[src/rtl/cam_pkg.sv]
// Shared definitions for the camera capture path and its display-side reader.
//   cam_state_t   : capture FSM encoding
//   RGB_R/G/B     : bit positions inside the 3-bit pixel
//   BLACK/RED/WHITE : colour constants shared with the display side
//   X_W/Y_W       : pixel and line counter widths
package cam_pkg;

    typedef enum logic [1:0] {
        S_WAIT_VS    = 2'd0,
        S_WAIT_START = 2'd1,
        S_CAPTURE    = 2'd2
    } cam_state_t;

    localparam int unsigned RGB_R = 2;
    localparam int unsigned RGB_G = 1;
    localparam int unsigned RGB_B = 0;

    localparam logic [2:0] BLACK = 3'b000;
    localparam logic [2:0] RED   = 3'b100;
    localparam logic [2:0] WHITE = 3'b111;

    localparam int unsigned X_W = 11;
    localparam int unsigned Y_W = 10;

    // Reduce RGB565 to 3-bit RGB by keeping the MSB of each channel.
    function automatic logic [2:0] rgb3_from_msbs(input logic r, input logic g, input logic b);
        logic [2:0] v;
        v        = BLACK;
        v[RGB_R] = r;
        v[RGB_G] = g;
        v[RGB_B] = b;
        return v;
    endfunction

endpackage

[src/rtl/camera_capture_rgb565_pack.sv]
// Pairs camera bytes into RGB565 pixels and reduces them to 3-bit RGB.
//   clk, reset_n  : pixel clock, synchronous active-low reset
//   i_run         : pairing allowed; low clears any half-assembled pixel
//   href, din     : camera line-valid and data byte
//   pix_valid_c   : combinational, high on the cycle the second byte is present
//   pix_rgb_c     : combinational 3-bit pixel, valid with pix_valid_c
module rgb565_pack
    import cam_pkg::*;
(
    input  logic       clk,
    input  logic       reset_n,
    input  logic       i_run,
    input  logic       href,
    input  logic [7:0] din,
    output logic       pix_valid_c,
    output logic [2:0] pix_rgb_c
);

    logic       r_phase;
    logic [1:0] r_hi_rg;     // red and green MSBs taken from the high byte
    logic       w_unused_din;

    // Byte phase tracker; href low drops any dangling first byte.
    always_ff @(posedge clk) begin
        if (!reset_n) begin
            r_phase <= 1'b0;
            r_hi_rg <= 2'b00;
        end else if (!i_run || !href) begin
            r_phase <= 1'b0;
        end else if (!r_phase) begin
            r_hi_rg <= {din[7], din[2]};
            r_phase <= 1'b1;
        end else begin
            r_phase <= 1'b0;
        end
    end

    assign pix_valid_c  = i_run & href & r_phase;
    assign pix_rgb_c    = rgb3_from_msbs(r_hi_rg[1], r_hi_rg[0], din[4]);
    assign w_unused_din = ^{din[6:5], din[3], din[1:0]};

endmodule

[src/rtl/camera_capture.sv]
// Write side of the camera-to-VGA path: captures whole frames into a linear
// frame buffer, with optional 2:1 decimation in both axes.
//   clk, reset_n        : pixel clock, synchronous active-low reset
//   enable              : capture permitted, sampled at frame start
//   vsync, href, din    : camera frame sync, line valid, data byte
//   wr_en/wr_addr/wr_data : frame buffer write port (latency 1 from second byte)
//   frame_done          : one-cycle pulse at the end of a captured frame
//   busy                : high while capturing
module camera_capture
    import cam_pkg::*;
#(
    parameter int unsigned H_RES    = 640,
    parameter int unsigned V_RES    = 480,
    parameter int unsigned DECIMATE = 1,
    parameter int unsigned ADDR_W   = 19
) (
    input  logic              clk,
    input  logic              reset_n,
    input  logic              enable,
    input  logic              vsync,
    input  logic              href,
    input  logic [7:0]        din,
    output logic              wr_en,
    output logic [ADDR_W-1:0] wr_addr,
    output logic [2:0]        wr_data,
    output logic              frame_done,
    output logic              busy
);

    localparam int unsigned ROW_PIX = H_RES / DECIMATE;

    cam_state_t        r_state;
    logic              r_vsync_d;
    logic              r_href_d;
    logic [X_W-1:0]    r_x;
    logic [Y_W-1:0]    r_y;
    logic [ADDR_W-1:0] r_addr;
    logic [ADDR_W-1:0] r_row_base;

    logic              w_vs_rise;
    logic              w_vs_fall;
    logic              w_href_fall;
    logic              w_run;
    logic              w_pix_valid;
    logic [2:0]        w_pix_rgb;
    logic              w_x_keep;
    logic              w_y_keep;
    logic [ADDR_W-1:0] w_next_base;

    assign w_vs_rise   = vsync & ~r_vsync_d;
    assign w_vs_fall   = ~vsync & r_vsync_d;
    assign w_href_fall = ~href & r_href_d;
    // A vsync rise discards the pixel being assembled on that cycle.
    assign w_run       = (r_state == S_CAPTURE) && !w_vs_rise;
    assign w_x_keep    = (r_x < X_W'(H_RES)) && ((DECIMATE == 1) || !r_x[0]);
    assign w_y_keep    = (r_y < Y_W'(V_RES)) && ((DECIMATE == 1) || !r_y[0]);
    assign w_next_base = r_row_base + ADDR_W'(ROW_PIX);

    rgb565_pack u_pack (
        .clk         (clk),
        .reset_n     (reset_n),
        .i_run       (w_run),
        .href        (href),
        .din         (din),
        .pix_valid_c (w_pix_valid),
        .pix_rgb_c   (w_pix_rgb)
    );

    // Frame FSM, pixel/line counters and write address generation.
    always_ff @(posedge clk) begin
        if (!reset_n) begin
            r_state    <= S_WAIT_VS;
            r_vsync_d  <= 1'b0;
            r_href_d   <= 1'b0;
            r_x        <= '0;
            r_y        <= '0;
            r_addr     <= '0;
            r_row_base <= '0;
            wr_en      <= 1'b0;
            wr_addr    <= '0;
            wr_data    <= BLACK;
            frame_done <= 1'b0;
            busy       <= 1'b0;
        end else begin
            r_vsync_d  <= vsync;
            r_href_d   <= href;
            wr_en      <= 1'b0;
            frame_done <= 1'b0;
            case (r_state)
                S_WAIT_VS: begin
                    if (vsync) r_state <= S_WAIT_START;
                end
                S_WAIT_START: begin
                    if (w_vs_fall && enable) begin
                        r_state    <= S_CAPTURE;
                        busy       <= 1'b1;
                        r_x        <= '0;
                        r_y        <= '0;
                        r_addr     <= '0;
                        r_row_base <= '0;
                    end
                end
                S_CAPTURE: begin
                    if (w_vs_rise) begin
                        r_state    <= S_WAIT_START;
                        busy       <= 1'b0;
                        frame_done <= 1'b1;
                    end else begin
                        if (w_pix_valid) begin
                            if (w_x_keep && w_y_keep) begin
                                wr_en   <= 1'b1;
                                wr_addr <= r_addr;
                                wr_data <= w_pix_rgb;
                                r_addr  <= r_addr + ADDR_W'(1);
                            end
                            if (r_x != '1) r_x <= r_x + X_W'(1);
                        end
                        if (w_href_fall) begin
                            r_x <= '0;
                            if (r_y != '1) r_y <= r_y + Y_W'(1);
                            // Realign to the next row start so short lines never shift later rows.
                            if (w_y_keep) begin
                                r_row_base <= w_next_base;
                                r_addr     <= w_next_base;
                            end
                        end
                    end
                end
                default: begin
                    r_state <= S_WAIT_VS;
                    busy    <= 1'b0;
                end
            endcase
        end
    end

endmodule

[config.mk]
export PLATFORM = sky130hd
export DESIGN_NAME = camera_capture
export DESIGN_NICKNAME = d
export VERILOG_FILES = /design/src/rtl/cam_pkg.sv /design/src/rtl/camera_capture_rgb565_pack.sv /design/src/rtl/camera_capture.sv
export SDC_FILE = /design/constraint.sdc
export NUM_CORES = 1
export LEC_CHECK = 0
export ABC_AREA = 1
export CORE_UTILIZATION = 45
export DETAILED_ROUTE_END_ITERATION = 7
export GPL_TIMING_DRIVEN = 1
export PLACE_DENSITY = 0.71
export SLEW_MARGIN = 15
export SYNTH_ARGS = -nofsm -noshare
export SYNTH_HDL_FRONTEND = slang
export SYNTH_SLANG_ARGS = --single-unit
[constraint.sdc]
create_clock -name clk -period 2.3 [get_ports clk]
set_clock_uncertainty 0.15 [all_clocks]
set_input_delay 0.345 -clock clk [delete_from_list [all_inputs] [get_ports clk]]
set_output_delay 0.345 -clock clk [all_outputs]
set_load 0.02 [all_outputs]
==> run_results.csv <==
group,metric,value,unit
timing,min_period,2.101,ns
clock_tree,cts_inserted_buffers,9,
global_route,grt_start_max_net_pins,43,
floorplanning,floorplan.die.width,99.50,um
logic_synthesis,synth_enable_flop_cells,0,
min_path,hold_path_startpoint,"u_pack.r_hi_rg[0]",
timing,rsz_0062_raised_after_global_routing,"no",
setup_path,r2r_start,"r_x[0]",
cells_and_area,final_common_cell,"sky130_fd_sc_hd__nand2_1",
cells_and_area,mostFrequentLayoutCells,"sky130_fd_sc_hd__nand2_1 (126), sky130_fd_sc_hd__dfxtp_1 (84), sky130_fd_sc_hd__inv_1 (69), sky130_fd_sc_hd__nor2_1 (65), sky130_fd_sc_hd__a21oi_1 (63)",
global_route,grt_pass1_vias,3795,
logic_synthesis,yosys_warnings,0,
logic_synthesis,yosys_most_used_dff,"sky130_fd_sc_hd__dfxtp_1",
logic_synthesis,post_synth_inst_count,605,
global_route,antenna_found_initial,0,
floorplanning,initial_core_util,46.30,%
timing,final_max_slew_viol_count,0,
routing,routedWlPerCell,12.68,um
setup_path,critical_path_maximum_fanout,7,
clock_tree,clock_tree.buffer_depth,2,
min_path,timing.hold.worst_path_depth,2,
setup_path,cp-start-kind,"flop",
routing,detail_route.first_pass.iterations,5,
global_route,track_usage,21.93,%
clock_tree,cts.reportedPaths.clkPinSlew,0.08,ns
clock_tree,cts_sinks,84,
floorplanning,core,0.009240,mm^2
setup_path,reg2reg_setup_slack,0.20,ns
timing,worstMarginPinSlew,0.4275,ns
setup_path,worst-r2r-cell-count,11,
clock_tree,cts.htree.levels,3,
floorplanning,die_h,99.50,um
cells_and_area,num_antenna_cells,0,
cells_and_area,design.final.nets,680,
routing,drc_errors,0,
placed_design,detailedPlace.worstSlack,-0.002217,ns
routing,antenna_violating_nets_remaining,0,
setup_path,critical_path_required,2.41,ns
timing,finalHoldViolCount,0,
floorplanning,die_area,0.009900,mm^2
logic_synthesis,yosys.area.top_type_share,39.31,%
floorplanning,fp-row-count,35,
setup_path,cp.arrival,2.21,ns
logic_synthesis,synth.net_count,625,
global_route,grt_pass1_wl,17.41,mm
timing,min_period_over_period,91.35,%
logic_synthesis,asyncSetResetFlopFracSynth,0,%
logic_synthesis,synth-seq-cells,84,
logic_synthesis,synth.distinct_cells,42,
placed_design,detailed_place_hpwl,7.335,mm
cells_and_area,finish.utilization,55.59,%
pwr,pwr_density_cell,694.7,mW/mm^2
logic_synthesis,synth_top_area_cell,"sky130_fd_sc_hd__dfxtp_1",
timing,timing.final.setup_violations,0,
min_path,holdCritPathClass,"flop to flop",
pwr,leakage,1.880,nW
routing,drt_iter0_markers,193,
pwr,report.power.total,3.568,mW
routing,num_vias,4058,
timing,final_critical_path_setup_slack,0.1990,ns
floorplanning,num_io_pins,38,
placed_design,placed_cells_incl_taps,778,
run_status,status,"complete, no violations",
timing,worst_slew_margin_rel,71.28,%
cells_and_area,synthesis_to_layout_area_growth,20.06,%
global_route,overall_overflow_remaining_after_global_route,0,
timing,fmax,0.4760,GHz
clock_tree,post_cts.repair.setup_buffers,0,
setup_path,worstSetupEndpointType,"flop",
routing,vias_per_cell,5.117,
pwr,vdd_drop_max,0.4363,mV
cells_and_area,layout.cells.non_filler,793,
setup_path,worstReg2RegEnd,"r_x[4]",
clock_tree,cts_repair_resize_count,0,
logic_synthesis,average_cell_area_after_synthesis,7.071,um^2
setup_path,timing_worst_setup_path_type,"flop to flop",
placed_design,place.gp.congestion,0.8963,
clock_tree,cts.hold.buffers_added,0,
logic_synthesis,syn-cell-area,0.004278,mm^2
min_path,holdPathEnd,"wr_data[1]",
cells_and_area,filler_cell_count,886,
placed_design,place.port_buffers,32,
logic_synthesis,synth.yosys.seq_area_share,39.31,%
run,cap_violations,0,
routing,drt-total-wl,10.05,mm
logic_synthesis,synth_top_cells_by_area,"sky130_fd_sc_hd__dfxtp_1 (39%), sky130_fd_sc_hd__nand2_1 (11%), sky130_fd_sc_hd__a21oi_1 (7.4%), sky130_fd_sc_hd__inv_1 (6.1%), sky130_fd_sc_hd__nor2_1 (5.7%)",
clock_tree,clock_tree_from_tritoncts,"yes",
cells_and_area,drive_above_1_share,10.84,%
clock_tree,cts.root.buffer_cell,"sky130_fd_sc_hd__clkbuf_8",
clock_tree,clock_insertion_delay_worst_skew,0.37,ns
==> power by group <==
part	switching (mW)	internal (mW)
clock network	0.523	0.718
registers	0.0319	1.49
logic	0.498	0.303
total	1.05	2.51
==> flip-flops by register name (all words and copies together) (netlist names) <==
name and flops:
busy 1, frame_done 1, r_addr 19, r_href_d 1, r_row_base 12, r_state 2, r_vsync_d 1, r_x 11
r_y 10, u_pack.r_hi_rg 2, u_pack.r_phase 1, wr_addr 19, wr_data 3, wr_en 1
==> cells in the mapped netlist, types with 6 or more instances <==
cell                       instances
sky130_fd_sc_hd__clkbuf_1          7
sky130_fd_sc_hd__nand3_1          40
sky130_fd_sc_hd__nand2_2           6
sky130_fd_sc_hd__o21ai_1           7
sky130_fd_sc_hd__dfxtp_1          84
sky130_fd_sc_hd__nand2_1         126
sky130_fd_sc_hd__xor2_1           11
sky130_fd_sc_hd__a21oi_1          63
sky130_fd_sc_hd__nor3_1           11
sky130_fd_sc_hd__nand4_1          17
sky130_fd_sc_hd__inv_1            69
sky130_fd_sc_hd__o21ai_0          35
sky130_fd_sc_hd__nor2_1           65
sky130_fd_sc_hd__ha_1              7
==> stage by stage <==
stage / cell area (um^2) / hold WS [ns] / TNS, ns
floorplan: 4278 / 0.2797 / 0
global placement: 4903 / 0.3002 / 0
detailed placement: 4903 / 0.3063 / -0.002217
CTS: 5134 / 0.3213 / 0
global route: 5136 / 0.3458 / 0
finish: 5136 / 0.3140 / 0
==> metal layers <==
layer  global-route usage, %  routed length [um]  vias up  part of all wire, %
li1                        -                   -     2091                    -
met1                   28.06                4713     1877                   47
met2                   36.49                4789       82                   48
met3                   4.568                 429        8                  4.3
met4                   8.032                 122        0                  1.2
met5                       0                   0        -                    0
==> worst max-delay path by stage <==
| stage | to | startpoint | cells past startpoint |
|---|---|---|---|
| after floorplan | r_y[8] | r_state[0] | 14 |
| after global placement | r_y[8] | vsync | 12 |
| after detailed placement | r_y[8] | vsync | 12 |
| after CTS | r_row_base[15] | r_state[0] | 11 |
| after global routing | r_x[5] | r_x[0] | 11 |
| final | r_x[4] | r_x[0] | 11 |
==> cell families after synthesis <==
logic type	count (synthesis)	share of synthesized area, %
AOI/OAI and AO/OA	125	16.23
xor gates and xnor gates	14	2.866
adders and majority gates	7	2.047
buffers and inverters	93	9.067
DFF	84	39.31
and+or+nand+nor	282	30.48
==> worst max-delay path, cell delays in order, from the launching register on <==
cell and delay [ns]:
sky130_fd_sc_hd__dfxtp_1 0.39, sky130_fd_sc_hd__ha_1 0.20, sky130_fd_sc_hd__nand2_1 0.09, sky130_fd_sc_hd__nor2_1 0.13
sky130_fd_sc_hd__nand2_1 0.06, sky130_fd_sc_hd__nor2_1 0.14, sky130_fd_sc_hd__nand2_1 0.12, sky130_fd_sc_hd__o21ai_2 0.23
sky130_fd_sc_hd__nand2_2 0.14, sky130_fd_sc_hd__buf_12 0.16, sky130_fd_sc_hd__a21oi_1 0.12, sky130_fd_sc_hd__nor2_1 0.06
==> final cells by class <==
cell class	count	area (um^2)	area share, %
clock buffer	11	131.4	2.558
inverter	77	291.5	5.676
sequential	84	1682	32.74
multi-input combinational	428	2216	43.14
clock inverter	4	98.84	1.924
timing repair buffer	60	555.5	10.82
tap	129	161.4	3.143
No activity file was read; power rests on OpenSTA's default activity.
